===== src/rtl/c1571_gcr_stream.sv =====
// Read-side GCR sector serializer: fetches track-buffer bytes, synthesizes
// syncs/headers/checksums/gaps and delivers one GCR byte per byte_en tick.
module c1571_gcr_stream #(
   parameter int unsigned GAP1_LEN = 9,
   parameter int unsigned GAP2_LEN = 8,
   parameter int unsigned SYNC_LEN = 5
) (
   input  logic       clk,
   input  logic       reset_n,
   input  logic       byte_en,
   input  logic       mtr,
   input  logic       busy,
   input  logic [5:0] track,
   input  logic [7:0] id1,
   input  logic [7:0] id2,
   output logic [4:0] buff_sector,
   output logic [7:0] buff_addr,
   input  logic [7:0] buff_dout,
   output logic [7:0] gcr_byte,
   output logic       byte_ready,
   output logic       sync_n,
   output logic [4:0] cur_sector
);

   localparam int unsigned CNT_W = 9;
   localparam int unsigned GRP_W = 7;

   localparam logic [2:0] S_IDLE  = 3'd0;
   localparam logic [2:0] S_SYNC1 = 3'd1;
   localparam logic [2:0] S_HDR   = 3'd2;
   localparam logic [2:0] S_GAP1  = 3'd3;
   localparam logic [2:0] S_SYNC2 = 3'd4;
   localparam logic [2:0] S_DATA  = 3'd5;
   localparam logic [2:0] S_GAP2  = 3'd6;

   localparam logic [CNT_W-1:0] SYNC_LAST = CNT_W'(SYNC_LEN - 1);
   localparam logic [CNT_W-1:0] GAP1_LAST = CNT_W'(GAP1_LEN - 1);
   localparam logic [CNT_W-1:0] GAP2_LAST = CNT_W'(GAP2_LEN - 1);
   localparam logic [GRP_W-1:0] HDR_LAST  = GRP_W'(1);
   localparam logic [GRP_W-1:0] DATA_LAST = GRP_W'(64);

   function automatic logic [4:0] gcr5(input logic [3:0] n);
      logic [4:0] g;
      case (n)
         4'h0: g = 5'h0A;  4'h1: g = 5'h0B;  4'h2: g = 5'h12;  4'h3: g = 5'h13;
         4'h4: g = 5'h0E;  4'h5: g = 5'h0F;  4'h6: g = 5'h16;  4'h7: g = 5'h17;
         4'h8: g = 5'h09;  4'h9: g = 5'h19;  4'hA: g = 5'h1A;  4'hB: g = 5'h1B;
         4'hC: g = 5'h0D;  4'hD: g = 5'h1D;  4'hE: g = 5'h1E;  default: g = 5'h15;
      endcase
      return g;
   endfunction

   function automatic logic [39:0] gcr_enc(input logic [31:0] r);
      logic [39:0] o;
      o = '0;
      for (int i = 0; i < 8; i++) o[39-5*i -: 5] = gcr5(r[31-4*i -: 4]);
      return o;
   endfunction

   function automatic logic [4:0] sec_count(input logic [5:0] t);
      logic [4:0] c;
      if (t >= 6'd1 && t <= 6'd17)       c = 5'd21;
      else if (t >= 6'd18 && t <= 6'd24) c = 5'd19;
      else if (t >= 6'd25 && t <= 6'd30) c = 5'd18;
      else                               c = 5'd17;
      return c;
   endfunction

   function automatic logic is_buf(input logic [8:0] idx);
      return (idx >= 9'd1) && (idx <= 9'd256);
   endfunction

   logic [2:0]       state, state_nx;
   logic [CNT_W-1:0] cnt, cnt_nx;
   logic [GRP_W-1:0] grp, grp_nx;
   logic             fetching, fetching_nx;
   logic [2:0]       fstep, fstep_nx;
   logic [31:0]      raw_grp, raw_grp_nx;
   logic [39:0]      shreg, shreg_nx;
   logic [7:0]       dchk, dchk_nx;
   logic [5:0]       trk_lat, trk_lat_nx;
   logic [4:0]       cur_sector_nx, buff_sector_nx;
   logic [7:0]       buff_addr_nx, gcr_byte_nx;
   logic             byte_ready_nx, sync_n_nx;

   logic [8:0]       idx_addr, idx_cap;
   logic [7:0]       hdr_chk, raw_cap;

   assign idx_addr = {grp, 2'b00} + 9'(fstep);
   assign idx_cap  = {grp, 2'b00} + 9'(fstep) - 9'd2;
   assign hdr_chk  = 8'(cur_sector) ^ 8'(trk_lat) ^ id2 ^ id1;

   // Raw byte for the fetch slot being captured this clk
   always_comb begin
      raw_cap = 8'h00;
      if (state == S_HDR) begin
         case (idx_cap[2:0])
            3'd0:    raw_cap = 8'h08;
            3'd1:    raw_cap = hdr_chk;
            3'd2:    raw_cap = 8'(cur_sector);
            3'd3:    raw_cap = 8'(trk_lat);
            3'd4:    raw_cap = id2;
            3'd5:    raw_cap = id1;
            default: raw_cap = 8'h0F;
         endcase
      end else begin
         if (idx_cap == 9'd0)        raw_cap = 8'h07;
         else if (is_buf(idx_cap))   raw_cap = buff_dout;
         else if (idx_cap == 9'd257) raw_cap = dchk;
         else                        raw_cap = 8'h00;
      end
   end

   // Next-state and datapath
   always_comb begin
      state_nx       = state;
      cnt_nx         = cnt;
      grp_nx         = grp;
      fetching_nx    = fetching;
      fstep_nx       = fstep;
      raw_grp_nx     = raw_grp;
      shreg_nx       = shreg;
      dchk_nx        = dchk;
      trk_lat_nx     = trk_lat;
      cur_sector_nx  = cur_sector;
      buff_sector_nx = cur_sector;
      buff_addr_nx   = buff_addr;
      gcr_byte_nx    = gcr_byte;
      byte_ready_nx  = 1'b0;
      sync_n_nx      = sync_n;

      // Address at steps 0-3, capture at steps 2-5 (buffer has one clk of read latency), encode at 6
      if (fetching) begin
         fstep_nx = fstep + 3'd1;
         if (fstep <= 3'd3 && state == S_DATA && is_buf(idx_addr))
            buff_addr_nx = 8'(idx_addr - 9'd1);
         if (fstep >= 3'd2 && fstep <= 3'd5) begin
            raw_grp_nx = {raw_grp[23:0], raw_cap};
            if (state == S_DATA && is_buf(idx_cap)) dchk_nx = dchk ^ buff_dout;
         end
         if (fstep == 3'd6) begin
            shreg_nx    = gcr_enc(raw_grp);
            fetching_nx = 1'b0;
         end
      end

      if (!mtr || busy) begin
         state_nx    = S_IDLE;
         sync_n_nx   = 1'b1;
         fetching_nx = 1'b0;
      end else if (state == S_IDLE) begin
         state_nx   = S_SYNC1;
         cnt_nx     = '0;
         trk_lat_nx = track;
         if (track != trk_lat) cur_sector_nx = '0;
      end else if (byte_en) begin
         if (track != trk_lat) begin
            // Track moved: this byte is already the first sync of sector 0
            state_nx      = S_SYNC1;
            cnt_nx        = CNT_W'(1);
            cur_sector_nx = '0;
            trk_lat_nx    = track;
            fetching_nx   = 1'b0;
            gcr_byte_nx   = 8'hFF;
            sync_n_nx     = 1'b0;
         end else begin
            case (state)
               S_SYNC1, S_SYNC2: begin
                  gcr_byte_nx = 8'hFF;
                  sync_n_nx   = 1'b0;
                  if (cnt == SYNC_LAST) begin
                     cnt_nx      = '0;
                     grp_nx      = '0;
                     fetching_nx = 1'b1;
                     fstep_nx    = '0;
                     if (state == S_SYNC1) begin
                        state_nx = S_HDR;
                     end else begin
                        state_nx = S_DATA;
                        dchk_nx  = 8'h00;
                     end
                  end else begin
                     cnt_nx = cnt + CNT_W'(1);
                  end
               end
               S_HDR, S_DATA: begin
                  gcr_byte_nx   = shreg[39:32];
                  shreg_nx      = {shreg[31:0], 8'h00};
                  byte_ready_nx = 1'b1;
                  sync_n_nx     = 1'b1;
                  if (cnt == CNT_W'(4)) begin
                     cnt_nx = '0;
                     if (grp == ((state == S_HDR) ? HDR_LAST : DATA_LAST)) begin
                        state_nx = (state == S_HDR) ? S_GAP1 : S_GAP2;
                     end else begin
                        grp_nx      = grp + GRP_W'(1);
                        fetching_nx = 1'b1;
                        fstep_nx    = '0;
                     end
                  end else begin
                     cnt_nx = cnt + CNT_W'(1);
                  end
               end
               S_GAP1, S_GAP2: begin
                  gcr_byte_nx   = 8'h55;
                  byte_ready_nx = 1'b1;
                  sync_n_nx     = 1'b1;
                  if (cnt == ((state == S_GAP1) ? GAP1_LAST : GAP2_LAST)) begin
                     cnt_nx = '0;
                     if (state == S_GAP1) begin
                        state_nx = S_SYNC2;
                     end else begin
                        state_nx   = S_SYNC1;
                        trk_lat_nx = track;
                        if ((cur_sector + 5'd1) >= sec_count(trk_lat)) cur_sector_nx = '0;
                        else                                           cur_sector_nx = cur_sector + 5'd1;
                     end
                  end else begin
                     cnt_nx = cnt + CNT_W'(1);
                  end
               end
               default: state_nx = S_IDLE;
            endcase
         end
      end
   end

   always_ff @(posedge clk or negedge reset_n) begin
      if (!reset_n) begin
         state       <= S_IDLE;
         cnt         <= '0;
         grp         <= '0;
         fetching    <= 1'b0;
         fstep       <= '0;
         raw_grp     <= '0;
         shreg       <= '0;
         dchk        <= '0;
         trk_lat     <= '0;
         cur_sector  <= '0;
         buff_sector <= '0;
         buff_addr   <= '0;
         gcr_byte    <= '0;
         byte_ready  <= 1'b0;
         sync_n      <= 1'b1;
      end else begin
         state       <= state_nx;
         cnt         <= cnt_nx;
         grp         <= grp_nx;
         fetching    <= fetching_nx;
         fstep       <= fstep_nx;
         raw_grp     <= raw_grp_nx;
         shreg       <= shreg_nx;
         dchk        <= dchk_nx;
         trk_lat     <= trk_lat_nx;
         cur_sector  <= cur_sector_nx;
         buff_sector <= buff_sector_nx;
         buff_addr   <= buff_addr_nx;
         gcr_byte    <= gcr_byte_nx;
         byte_ready  <= byte_ready_nx;
         sync_n      <= sync_n_nx;
      end
   end

endmodule

===== config.mk =====
export PLATFORM = sky130hd
export DESIGN_NAME = c1571_gcr_stream
export DESIGN_NICKNAME = d
export VERILOG_FILES = /design/src/rtl/c1571_gcr_stream.sv
export SDC_FILE = /design/constraint.sdc
export NUM_CORES = 1
export LEC_CHECK = 0
export ABC_CLOCK_PERIOD_IN_PS = 5700
export BUFFER_PORTS_ARGS = -buffer_cell sky130_fd_sc_hd__clkbuf_2
export CORE_MARGIN = 3
export CORE_UTILIZATION = 30
export DETAILED_ROUTE_END_ITERATION = 10
export PLACE_DENSITY = 0.5
export SETUP_SLACK_MARGIN = 0.3
export SYNTH_ARGS = -nofsm -noshare
export SYNTH_HDL_FRONTEND = slang
export SYNTH_SLANG_ARGS = --single-unit

===== constraint.sdc =====
create_clock -name clk -period 5.7 [get_ports clk]
set_input_delay 1.14 -clock clk [delete_from_list [all_inputs] [get_ports clk]]
set_output_delay 1.14 -clock clk [all_outputs]
set_load 0.005 [all_outputs]

After elaboration in Yosys (flattened, before gate mapping)
Memories as Yosys holds them, arrays and structs flattened.
Cells that the tools add are included.
{ "op_classes": {"add_sub_neg": 7, "n_mul": 0, "div_mod_pow": 0, "order_cmp": 14, "eq_ne": 28, "shift": 0, "n_mux": 101, "bitwise": 7, "reduce_logical": 39} }
{ "op_table": {"columns": ["op", "count"], "rows": [
  ["2-to-1 mux 40 bit", 7],
  ["2-to-1 mux 8 bit", 15],
  ["2-to-1 mux 5 bit", 15],
  ["2-to-1 mux 3 bit", 20],
  ["case mux 8 bit (6 select lines)", 1],
  ["2-to-1 mux 9 bit", 5],
  ["2-to-1 mux 6 bit", 6],
  ["2-to-1 mux 7 bit", 4],
  ["case mux 8 bit (3 select lines)", 1],
  ["inequality test 5 bit (second input constant)", 4],
  ["equality test 3 bit (second input constant)", 6],
  [">= comparator 9 x 1 -> 1 bit (second input constant)", 2],
  ["less-or-equal comparator 6 x 5 -> 1 bit (second input constant)", 3],
  ["less-or-equal comparator 9 bit (second input constant)", 2],
  ["2-to-1 mux 1 bit", 18],
  ["case mux 9 bit (2 select lines)", 1],
  ["XOR 8 bit", 2],
  ["case mux 7 bit (2 select lines)", 1],
  ["equality test 3 x 2 -> 1 bit (second input constant)", 4],
  [">= comparator 6 x 5 -> 1 bit (second input constant)", 2],
  ["nonzero test 4 bit", 3],
  ["inequality test 2 bit (second input constant)", 5],
  ["AND reduction 5 bit", 2],
  ["nonzero test 2 bit", 5],
  ["other kinds (41)", 62]
]} }
{ "word_totals": {"reg_bits": 137, "latchBits": 0, "ramBits": 0, "rom_bits": 640, "input_bits": 35, "output_inout_bits": 28, "wordCells": 219, "mem_count": 8} }
{ "memory_table": {"columns": ["name", "words", "word_bits", "rd", "rd_clocked_by_memory_dff", "wr", "line", "rtl"], "rows": [
  ["(name not given)", 16, 5, 1, 0, 0, "44", "case (n)"],
  ["(name not given)", 16, 5, 1, 0, 0, "44", null],
  ["(name not given)", 16, 5, 1, 0, 0, "44", null],
  ["(name not given)", 16, 5, 1, 0, 0, "44", null],
  ["(name not given)", 16, 5, 1, 0, 0, "44", null],
  ["(name not given)", 16, 5, 1, 0, 0, "44", null],
  ["+2 memories", null, null, null, null, null, null, null]
]} }

Logic depth before layout (Yosys ltp)
Gate-level depths: netlist of run 1.
{ "logic_depth": {"depth_word": 20, "depth_mapped": 11} }

Worst setup path after synthesis of run 1
OpenSTA, ideal clock, no wires.
{ "synth_timing": {"kind": "register -> register", "start": "reg grp[0]", "end": "reg dchk[5]", "setup_time_ps": 124, "t_arrival_ps": 2901, "required_ps": 5576, "setup_slack_ps": 2674, "stages_incl_launch_ff": 11, "synth_period_minus_slack_ps": 3026, "cell_sequence": "dfrtp_1 ha_1 ha_1 or3_4 or4_4 o31ai_4 xor2_4 mux2i_1 buf_6 nor2_2 mux2i_1"} }
{ "synth_via": {"elab_chain_len": 15, "word_cells_on_any_way": 16, "classes_between": "add/sub (2); order compare (2); mux (10); reduce/logical (2)"} }
{ "synth_rtl": {"columns": ["item", "line", "rtl"], "rows": [
  ["from (decl)", "75", "logic [GRP_W-1:0] grp, grp_nx;"],
  ["from (signal assigned)", "248", "grp <= grp_nx;"],
  ["adder 9 x 3 -> 9 bit (*)", "90", "assign idx_cap = {grp, 2'b00} + 9'(fstep) - 9'd2;"],
  ["subtractor 9 x 2 -> 9 bit (*)", "90", null],
  [">= comparator 9 x 1 -> 1 bit or less-or-equal comparator 9 bit (tied branches)", "70", "return (idx >= 9'd1) && (idx <= 9'd256);"],
  ["logical AND 1 bit (*)", "70", null],
  ["logical AND 1 bit (*)", "139", "if (state == S_DATA && is_buf(idx_cap)) dchk_nx = dchk ^ buff_dout;"],
  ["2-to-1 mux 8 bit (*)", "139", null],
  ["2-to-1 mux 8 bit (*)", "137", "if (fstep >= 3'd2 && fstep <= 3'd5) begin"],
  ["2-to-1 mux 8 bit (*)", "133", "if (fetching) begin"],
  ["2-to-1 mux 8 bit", "176", "if (state == S_SYNC1) begin"],
  ["2-to-1 mux 8 bit", "171", "if (cnt == SYNC_LAST) begin"],
  ["2-to-1 mux 8 bit", "167", "case (state)"],
  ["2-to-1 mux 8 bit", "157", "if (track != trk_lat) begin"],
  ["2-to-1 mux 8 bit", "156", "end else if (byte_en) begin"],
  ["2-to-1 mux 8 bit", "151", "end else if (state == S_IDLE) begin"],
  ["2-to-1 mux 8 bit (*)", "147", "if (!mtr || busy) begin"],
  ["via dchk_nx[5]", "80", "logic [7:0] dchk, dchk_nx;"],
  ["to (signal assigned)", "253", "dchk <= dchk_nx;"],
  ["to (decl)", "80", null]
]} }
The timed path passes the listed nets; every way through them passes the cells marked *.
A chain may end at the register's enable or synchronous reset.

Worst setup path in the final report of run 1
{ "layout_timing": {"start": "reg state[0]", "end": "reg shreg[26]"} }
{ "layout_via": {"elab_chain_len": 7, "word_cells_on_any_way": 9, "classes_between": "eq/ne (2); mux (5); reduce/logical (2)"} }
{ "layout_rtl": {"columns": ["item", "line", "rtl"], "rows": [
  ["from (decl)", "73", "logic [2:0] state, state_nx;"],
  ["from (signal assigned)", "246", "state <= state_nx;"],
  ["equality test 3 bit or equality test 3 x 2 -> 1 bit (tied branches)", "167", null],
  ["OR reduction 2 bit", "167", null],
  ["2-to-1 mux 40 bit", "167", null],
  ["2-to-1 mux 40 bit", "157", null],
  ["2-to-1 mux 40 bit", "156", null],
  ["2-to-1 mux 40 bit (*)", "151", null],
  ["2-to-1 mux 40 bit (*)", "147", null],
  ["via shreg_nx[26]", "79", "logic [39:0] shreg, shreg_nx;"],
  ["to (signal assigned)", "252", "shreg <= shreg_nx;"],
  ["to (decl)", "79", null]
]} }
Marked as above.

==> impl_metrics.json, run 1 <==
{
  "synth_async_sr_flop_share": 1.00,
  "synth_edf_count": 0,
  "num-nets-final": 1014,
  "syn_area_per_cell_um2": 8.53,
  "cts-root-buf": "clkbuf_16",
  "grt_pass1_vias": 6399,
  "wl_mm": 21.2,
  "yosysSeqAreaShare": 0.432,
  "gp_congestion": 0.815,
  "ys_ff_latch": 137,
  "cts_setup_buffers": 0,
  "fmaxAchievable_mhz": 282,
  "p_per_area_mw_per_mm2": 254,
  "diodes": 0,
  "hp-class": "reg -> reg",
  "synthAdderAreaFrac": 0.0268,
  "final.setup_skew_ns": 0.0166,
  "fp-row-count": 58,
  "syn_area_mm2": 0.00794,
  "slew_violations": 0,
  "crit_arrival_ns": 3.82,
  "maxCapViolCount": 0,
  "io_pins": 63,
  "slew_headroom": 0.189,
  "setup_viol": 0,
  "mostFrequentLayoutCells": "nand2_1 (165), dfrtp_1 (136), a21oi_1 (105)",
  "syn_nets": 982,
  "dieArea_mm2": 0.0284,
  "endpoint_kind": "register",
  "core_area_mm2": 0.0256,
  "final-seq-area_mm2": 0.00343,
  "holdPathStages": 2,
  "clock_latency_ns": 0.42,
  "dp_slack_ns": 1.81,
  "io_buffers": 62,
  "rrSetupSlack_ns": 2.16,
  "hold_viol": 0,
  "cts.sinks": 137,
  "die_y_um": 169,
  "postRouteAntennaNets": 0,
  "cts_tree": "done",
  "die_w_um": 169,
  "ir_drop_mv": 0.180,
  "synth_top_family_by_area": "simple AND/OR/NAND/NOR gates",
  "placed_area_mm2": 0.00851,
  "period_share": 0.622,
  "synth_mux_area_frac": 0.0451,
  "synth-compound-area-share": 0.199,
  "cts-hold-fix-buffers": 0,
  "antenna_found_initial": 0,
  "r2r_start": "state[0]$_DFFE_PN0P_",
  "cts_resized": 0,
  "crit_fanout": 42,
  "setup_ws_ns": 2.16,
  "cts_buffer_depth": 2,
  "yosysWarnings": 0,
  "cts_buffers": 17,
  "via_count": 6715,
  "wl_per_cell_um": 16.2,
  "tns_ns": 0,
  "grt_max_degree": 91,
  "drt_iter0_markers": 460,
  "grt_usage": 0.150,
  "drt_pass1_iterations": 4,
  "synth-main-ff-cell": "dfrtp_1",
  "reg2reg_to": "shreg[26]$_DFF_PN0_",
  "layout-drive-gt1-share": 0.151,
  "syn_to_final_growth_pct": 15.0,
  "clkSlewWorstSetupHoldPaths_ns": 0.06,
  "hold_start": "shreg[2]$_DFF_PN0_",
  "rsz0062_at_grt": "false",
  "dp_hpwl_mm": 14.8,
  "path_class": "reg -> reg",
  "initial_core_util": 0.310,
  "grt_pass1_wl_mm": 34.5,
  "fill_cells": 2695,
  "r2r_cells": 6,
  "routed_via_density": 5.15,
  "yosys.area_share.simple": 0.214,
  "synthCells": 930,
  "htreeDepth": 4,
  "finish.instance_area_mm2": 0.00913,
  "synthXorXnorAreaFrac": 0.0432,
  "hold_path_end": "shreg[10]$_DFF_PN0_",
  "layout_commonest_cell": "nand2_1",
  "holdWs_ns": 0.473,
  "finalCriticalPeriod_ns": 3.54,
  "worstSetupStartpointType": "register",
  "tightest_slew_ns": 1.21,
  "post-route-drc-count": 0,
  "power.leakage_nw": 3.85,
  "grt_overflow_total": 0,
  "ys_types": 72,
  "status": "completed",
  "multi_input_area_mm2": 0.00422,
  "required_ns": 5.98
}
[how the worst max path moves through the flow]
stage	from	to	slack, ns	cells past startpoint
3_5_place_dp	track[3]	shreg[26]$_DFF_PN0_	1.81	8
3_3_place_gp	track[3]	shreg[12]$_DFF_PN0_	1.91	8
4_1_cts	state[0]$_DFFE_PN0P_	shreg[26]$_DFF_PN0_	2.17	6
6_report	state[0]$_DFFE_PN0P_	shreg[26]$_DFF_PN0_	2.16	6
2_1_floorplan	grp[0]$_DFFE_PN0P_	dchk[5]$_DFF_PN0_	2.67	10
5_1_grt	state[0]$_DFFE_PN0P_	shreg[26]$_DFF_PN0_	1.91	6
[where the power goes]
group	switching, mW	internal (mW)
clock	0.446	0.716
sequential	0.0282	0.991
combinational	0.0759	0.0582
[cell usage after synthesis, types with 4 or more instances]
library cell,n,share of area
nor2_2,4,0.0032
xor2_1,18,0.020
o22ai_1,4,0.0032
mux2i_1,20,0.025
nand2_1,165,0.078
and2_1,5,0.0039
mux2_2,14,0.020
o21ai_0,73,0.046
a21o_1,4,0.0038
and3_1,4,0.0032
o21ai_1,5,0.0032
ha_1,17,0.027
o211ai_1,9,0.0085
or2_2,6,0.0047
nor2_1,78,0.037
nand3_1,36,0.023
xnor2_1,18,0.020
a311oi_1,4,0.0044
clkbuf_1,45,0.021
nand2b_1,7,0.0055
a31oi_1,5,0.0039
nor2b_1,12,0.0095
inv_1,25,0.012
a21oi_1,106,0.067
nand3b_1,4,0.0038
a22o_1,5,0.0055
nand4_1,8,0.0063
or4_1,4,0.0038
dfrtp_1,136,0.43
or3_1,5,0.0039
a32oi_1,7,0.0077
buf_1,4,0.0019
a22oi_1,6,0.0057
nor3_1,7,0.0044
[layer usage]
layer | vias to the layer above | wire length, µm | track usage
met2 | 138 | 9780 | 0.233
met4 | 0 | 264 | 0.0334
met3 | 20 | 948 | 0.0383
li1 | 3327 | - | -
met5 | - | 0 | 0
met1 | 3230 | 10200 | 0.210
[flip-flops by register name, summed over array words and instances (netlist names)]
| signal | flops |
|---|---|
| buff_addr | 8 |
| buff_sector | 5 |
| byte_ready | 1 |
| cnt | 9 |
| cur_sector | 5 |
| dchk | 8 |
| fetching | 1 |
| fstep | 3 |
| gcr_byte | 8 |
| grp | 7 |
| raw_grp | 32 |
| shreg | 40 |
| state | 3 |
| sync_n | 1 |
| trk_lat | 6 |
[through the flow]
stage	power (mW)	std cells	util
finish	2.32	1304	0.356
global route	2.41	1304	0.356
CTS	2.35	1304	0.356
detailed placement	1.17	1273	0.332
global placement	1.17	1273	0.332
floorplan	1.11	930	-
[cells by family (layout without fill, tap and decap cells)]
family / after synthesis / in the layout
mux: 34 / 34
flops: 137 / 137
buf+inv: 79 / 123
fa+ha+maj: 17 / 17
xor+xnor: 37 / 37
simple gates: 365 / 365
compound gates: 261 / 261
[critical path, stage by stage, from the launching register on]
cell and delay [ns]:
dfrtp_1 0.82, and3b_1 0.63, nand2b_1 0.45, nand2_1 0.33, nor2_4 0.56, buf_4 0.44
o21ai_0 0.17
[layout make-up]
cell class	count	share of cell area
Clock buffer	19	0.0496
Sequential cell	137	0.376
Multi-Input combinational cell	714	0.462
Tap cell	330	0.0452
Timing Repair Buffer	67	0.0388
Clock inverter	12	0.0181
Inverter	25	0.0103
Power figures use the tool's default switching activity.
==> run 2: changes to the inputs <==
Settings changed: ABC_CLOCK_PERIOD_IN_PS 5700 to 3600.
Clock period 5.7 ns to 3.6 ns, I/O delays scaled along.
==> impl_metrics.json, run 2 (synthesis gave the netlist of run 1 again) <==
{
  "status": "completed",
  "crit_chain": "ha_2 -> ha_1 -> or3_4 -> or4_4 -> o31ai_4 -> xor2_4 -> mux2i_2 -> buf_4 -> nor2_4 -> mux2i_1",
  "wl_met3_um": 972,
  "cp_slowest_cell": "or4_4",
  "p_seq_frac": 0.449,
  "post-route-drc-count": 0,
  "layout_commonest_cell": "nand2_1",
  "required_ns": 3.91,
  "mostFrequentLayoutCells": "nand2_1 (165), dfrtp_1 (136), a21oi_1 (105)",
  "crit_arrival_ns": 3.47,
  "cts_buffers": 17,
  "core_area_mm2": 0.0256,
  "cts.sinks": 137,
  "wl_mm": 21.2,
  "syn_to_final_growth_pct": 16.4,
  "wl_per_cell_um": 16.1,
  "grt_pass1_vias": 6446,
  "diodes": 0,
  "die_y_um": 169,
  "p_per_area_mw_per_mm2": 388,
  "clkPwrFrac": 0.490,
  "post-route-util": 0.361,
  "cts_tree": "done",
  "endpoint_kind": "register",
  "path_class": "reg -> reg",
  "antenna_found_initial": 0,
  "slew_violations": 0,
  "fp-row-count": 58,
  "wl_met1_mm": 10.3,
  "fmaxAchievable_mhz": 317,
  "tightest_slew_ns": 1.20,
  "dr.max_layer_used": "met4",
  "tns_ns": 0,
  "p_sw_uw": 939,
  "combPwrFrac": 0.061,
  "die_w_um": 169,
  "largest_register_ffs": 40,
  "p_int_mw": 2.65,
  "num-nets-final": 1028,
  "io_buffers": 62,
  "htreeDepth": 4,
  "switching_share": 0.262,
  "period_share": 0.877,
  "crit_fanout": 7,
  "drt_iter0_markers": 374,
  "drt_pass1_iterations": 5,
  "grt_max_degree": 78,
  "hp-class": "in -> async",
  "reg_top3": "shreg (40), raw_grp (32), cnt (9)",
  "gp_congestion": 0.813,
  "layout-drive-gt1-share": 0.166,
  "final.setup_skew_ns": 0.0148,
  "cts_buffer_depth": 2,
  "wl_met2_mm": 9.68,
  "grt_pass1_wl_mm": 34.7,
  "r2r_cells": 10,
  "via_count": 6707,
  "maxCapViolCount": 0,
  "worstSetupStartpointType": "register",
  "postRouteAntennaNets": 0,
  "setup_viol": 0,
  "cts-root-buf": "clkbuf_16",
  "io_pins": 63,
  "cts-hold-fix-buffers": 0,
  "rrSetupSlack_ns": 0.44,
  "clkSlewWorstSetupHoldPaths_ns": 0.07,
  "hold_viol": 0,
  "dieArea_mm2": 0.0284,
  "cpPeakStageDelay_ns": 0.56,
  "rsz0062_at_grt": "false",
  "dp_hpwl_mm": 14.9,
  "initial_core_util": 0.310,
  "slew_headroom": 0.194,
  "grt_usage": 0.150,
  "ir_drop_mv": 0.324,
  "routed_via_density": 5.08,
  "power.leakage_nw": 3.90,
  "clock_latency_ns": 0.43,
  "grt_overflow_total": 0,
  "top_register": "shreg",
  "finalCriticalPeriod_ns": 3.16
}
-- run 2: final timing paths --
kind | startpoint | to
min reg2reg | shreg[27]$_DFF_PN0_ | shreg[35]$_DFF_PN0_
max in group asynchronous | reset_n | sync_n$_DFFE_PN1P_
min | reset_n | gcr_byte[2]$_DFFE_PN0P_
max reg2reg | grp[0]$_DFFE_PN0P_ | dchk[3]$_DFF_PN0_
min in group clk | shreg[27]$_DFF_PN0_ | shreg[35]$_DFF_PN0_
max | grp[0]$_DFFE_PN0P_ | dchk[3]$_DFF_PN0_
-- run 2: power groups by stage --
stage | registers (mW) | logic [mW] | clock network [mW]
floorplan | 1.61 | 0.136 | 0
global placement | 1.64 | 0.222 | 0
detailed placement | 1.64 | 0.224 | 0
CTS | 1.61 | 0.225 | 1.80
global route | 1.62 | 0.251 | 1.87
finish | 1.61 | 0.218 | 1.75
-- run 2: metal layers --
layer  global-route usage  vias to the layer above
li1                     -                     3349
met1                0.212                     3197
met2                0.233                      140
met3               0.0343                       21
met4               0.0423                        0
met5                    0                        -
-- run 2: cell type report --
class | count | area (µm²)
Clock inverter | 15 | 161
Timing Repair Buffer | 81 | 488
Clock buffer | 17 | 425
Multi-Input combinational cell | 714 | 4230
Inverter | 25 | 93.8
Tap cell | 330 | 413
Sequential cell | 137 | 3430
Fill cell | 2667 | 16400
-- run 2: worst max-delay path: cells and delay by family, from the launching register on --
| family | cells | cell delay, ns |
|---|---|---|
| AO/OA/AOI/OAI | 1 | 0.10 |
| XOR/XNOR | 1 | 0.29 |
| adder cells (fa/ha/maj) | 2 | 0.61 |
| buffers and inverters | 1 | 0.22 |
| flip-flops | 1 | 0.44 |
| multiplexers | 2 | 0.41 |
| AND/OR/NAND/NOR | 3 | 0.99 |
-- run 2: what timing repair did --
item | in CTS | in global routing
buffers inserted | 0 | 1
endpoints found under the setup margin | 0 | 13
gates resized for setup | 0 | 5
-- run 2: stage by stage --
step | hold WS, ns | instance area (µm²) | total power, mW | instances | setup slack (ns)
6_report | 0.260 | 9240 | 3.58 | 1319 | 0.441
5_1_grt | 0.296 | 9240 | 3.74 | 1319 | 0.323
4_1_cts | 0.294 | 9210 | 3.63 | 1317 | 0.346
3_5_place_dp | 0.470 | 8620 | 1.86 | 1285 | 0.363
3_3_place_gp | 0.463 | 8620 | 1.86 | 1285 | 0.412
2_1_floorplan | 0.394 | 7940 | 1.75 | 930 | 0.574
==> run 3: changes to the inputs <==
Settings changed: BUFFER_PORTS_ARGS -buffer_cell sky130_fd_sc_hd__clkbuf_2 to default, DONT_BUFFER_PORTS from default to 1, PLACE_DENSITY 0.5 to 0.48.
==> impl_metrics.json, run 3 (synthesis gave the netlist of run 1 again) <==
{
  "placed_area_mm2": 0.00830,
  "mostFrequentLayoutCells": "nand2_1 (165), dfrtp_1 (136), a21oi_1 (105)",
  "crit_chain": "ha_1 -> ha_2 -> or3_4 -> or4_4 -> o31ai_4 -> xor2_4 -> mux2i_1 -> buf_6 -> nor2_1 -> mux2i_1",
  "status": "complete, but fails checks",
  "maxCapViolCount": 0,
  "num-nets-final": 966,
  "rrSetupSlack_ns": 0.45,
  "io_buffers": 0,
  "post-route-drc-count": 0,
  "die_y_um": 169,
  "diodes": 0,
  "slew_violations": 0,
  "wl_per_cell_um": 16.9,
  "hold_viol": 12,
  "p_per_area_mw_per_mm2": 413,
  "crit_buf_inv": 1,
  "path_class": "reg -> reg",
  "layout-drive-gt1-share": 0.109,
  "via_count": 6549,
  "timing.critical_path.depth": 10,
  "layout.cells.non_filler": 1257,
  "largest_register_ffs": 40,
  "cts_buffer_depth": 2,
  "path_delay_family": "simple AND/OR/NAND/NOR gates",
  "core_area_mm2": 0.0256,
  "dp_hpwl_mm": 14.9,
  "hp-class": "in -> async",
  "grt_max_degree": 138,
  "layout_commonest_cell": "nand2_1",
  "top_register": "shreg",
  "io_pins": 63,
  "placedCellCount": 1224,
  "period_share": 0.875,
  "violations": "negative hold slack",
  "clkSlewWorstSetupHoldPaths_ns": 0.07,
  "finalCriticalPeriod_ns": 3.15,
  "tns_ns": 0,
  "cp-startpoint": "grp[0]$_DFFE_PN0P_",
  "wl_mm": 21.3,
  "grt_usage": 0.152,
  "cpPeakStageDelay_ns": 0.56,
  "cts_buffers": 17,
  "endpoint_kind": "register",
  "crit_arrival_ns": 3.45,
  "post-route-util": 0.350,
  "antenna_found_initial": 0,
  "r2r_start": "grp[0]$_DFFE_PN0P_",
  "routed_via_density": 5.21,
  "cts_tree": "done",
  "holdWs_ns": -0.0116,
  "gp_congestion": 0.812,
  "postRouteAntennaNets": 0,
  "required_ns": 3.90,
  "power.leakage_nw": 3.67,
  "htreeDepth": 4,
  "crit_fanout": 11,
  "tightest_slew_ns": 1.16,
  "clock_latency_ns": 0.43,
  "initial_core_util": 0.310,
  "drt_iter0_markers": 369,
  "fp-row-count": 58,
  "crit_end": "dchk[7]$_DFF_PN0_",
  "reg_top3": "shreg (40), raw_grp (32), cnt (9)",
  "final.setup_skew_ns": 0.0106,
  "cpMostUsedCell": "mux2i_1",
  "fmaxAchievable_mhz": 318,
  "rsz0062_at_grt": "false",
  "grt_pass1_vias": 6396,
  "die_w_um": 169,
  "worstSetupStartpointType": "register",
  "setup_viol": 0,
  "syn_to_final_growth_pct": 13.0,
  "dieArea_mm2": 0.0284,
  "drt_pass1_iterations": 5,
  "r2r_cells": 10,
  "cp_slowest_cell": "or4_4",
  "cts.sinks": 137,
  "ir_drop_mv": 0.259,
  "cts-root-buf": "clkbuf_16",
  "reg2reg_to": "dchk[7]$_DFF_PN0_",
  "grt_overflow_total": 0,
  "slew_headroom": 0.223,
  "grt_pass1_wl_mm": 34.8,
  "finish.instance_area_mm2": 0.00897
}
[run 3: where the power goes]
| part | internal, mW | leakage (nW) | switching [mW] |
|---|---|---|---|
| clock | 1.20 | 0.312 | 0.754 |
| combinational | 0.0706 | 1.75 | 0.0684 |
| sequential | 1.57 | 1.60 | 0.0459 |
[run 3: worst register-to-register path, delay by kind of cell, from the launching register on]
kind / cells / cell delay, ns
simple gates: 3 / 1.01
fa+ha+maj: 2 / 0.64
flops: 1 / 0.45
mux: 2 / 0.36
xor+xnor: 1 / 0.27
buf+inv: 1 / 0.21
compound gates: 1 / 0.10
[run 3: area by class of cell]
type	count	area (µm²)
clock buffers	18	439
clock inverters	14	210
repair buffers	19	159
fillers	2645	16700
inverters	25	93.8
multi-input cells	714	4220
well taps	330	413
flip-flops and latches	137	3430
[run 3: worst min-delay path by stage]
stage                                           to  slack [ns]  cells past startpoint
after floorplan           buff_sector[2]$_DFF_PN0_        0.39                      0
after global placement     gcr_byte[4]$_DFFE_PN0P_        0.43                      0
after detailed placement   gcr_byte[4]$_DFFE_PN0P_        0.43                      0
after CTS                  gcr_byte[4]$_DFFE_PN0P_       -0.03                      0
after global routing       gcr_byte[4]$_DFFE_PN0P_       -0.04                      0
final                      gcr_byte[0]$_DFFE_PN0P_       -0.01                      0
[run 3: routing by layer]
layer  share of wire  up-vias  global-route usage
li1                -     3235                   -
met2            0.46      150               0.240
met1            0.47     3144               0.206
met3           0.055       20              0.0425
met4           0.016        0              0.0427
met5               0        -                   0
[run 3: through the flow]
step | worst slack [ns] | hold slack, ns | total power [mW]
floorplan | 0.574 | 0.394 | 1.75
global placement | 0.403 | 0.432 | 1.78
detailed placement | 0.366 | 0.432 | 1.79
CTS | 0.352 | -0.0296 | 3.76
global route | 0.319 | -0.0396 | 3.84
finish | 0.451 | -0.0116 | 3.71
[run 3: repair_timing]
item | in CTS | in global routing
setup buffers | 0 | 1
endpoints found under the hold margin | 136 | 136
setup endpoints to repair | 0 | 12
gates resized for setup | 0 | 2
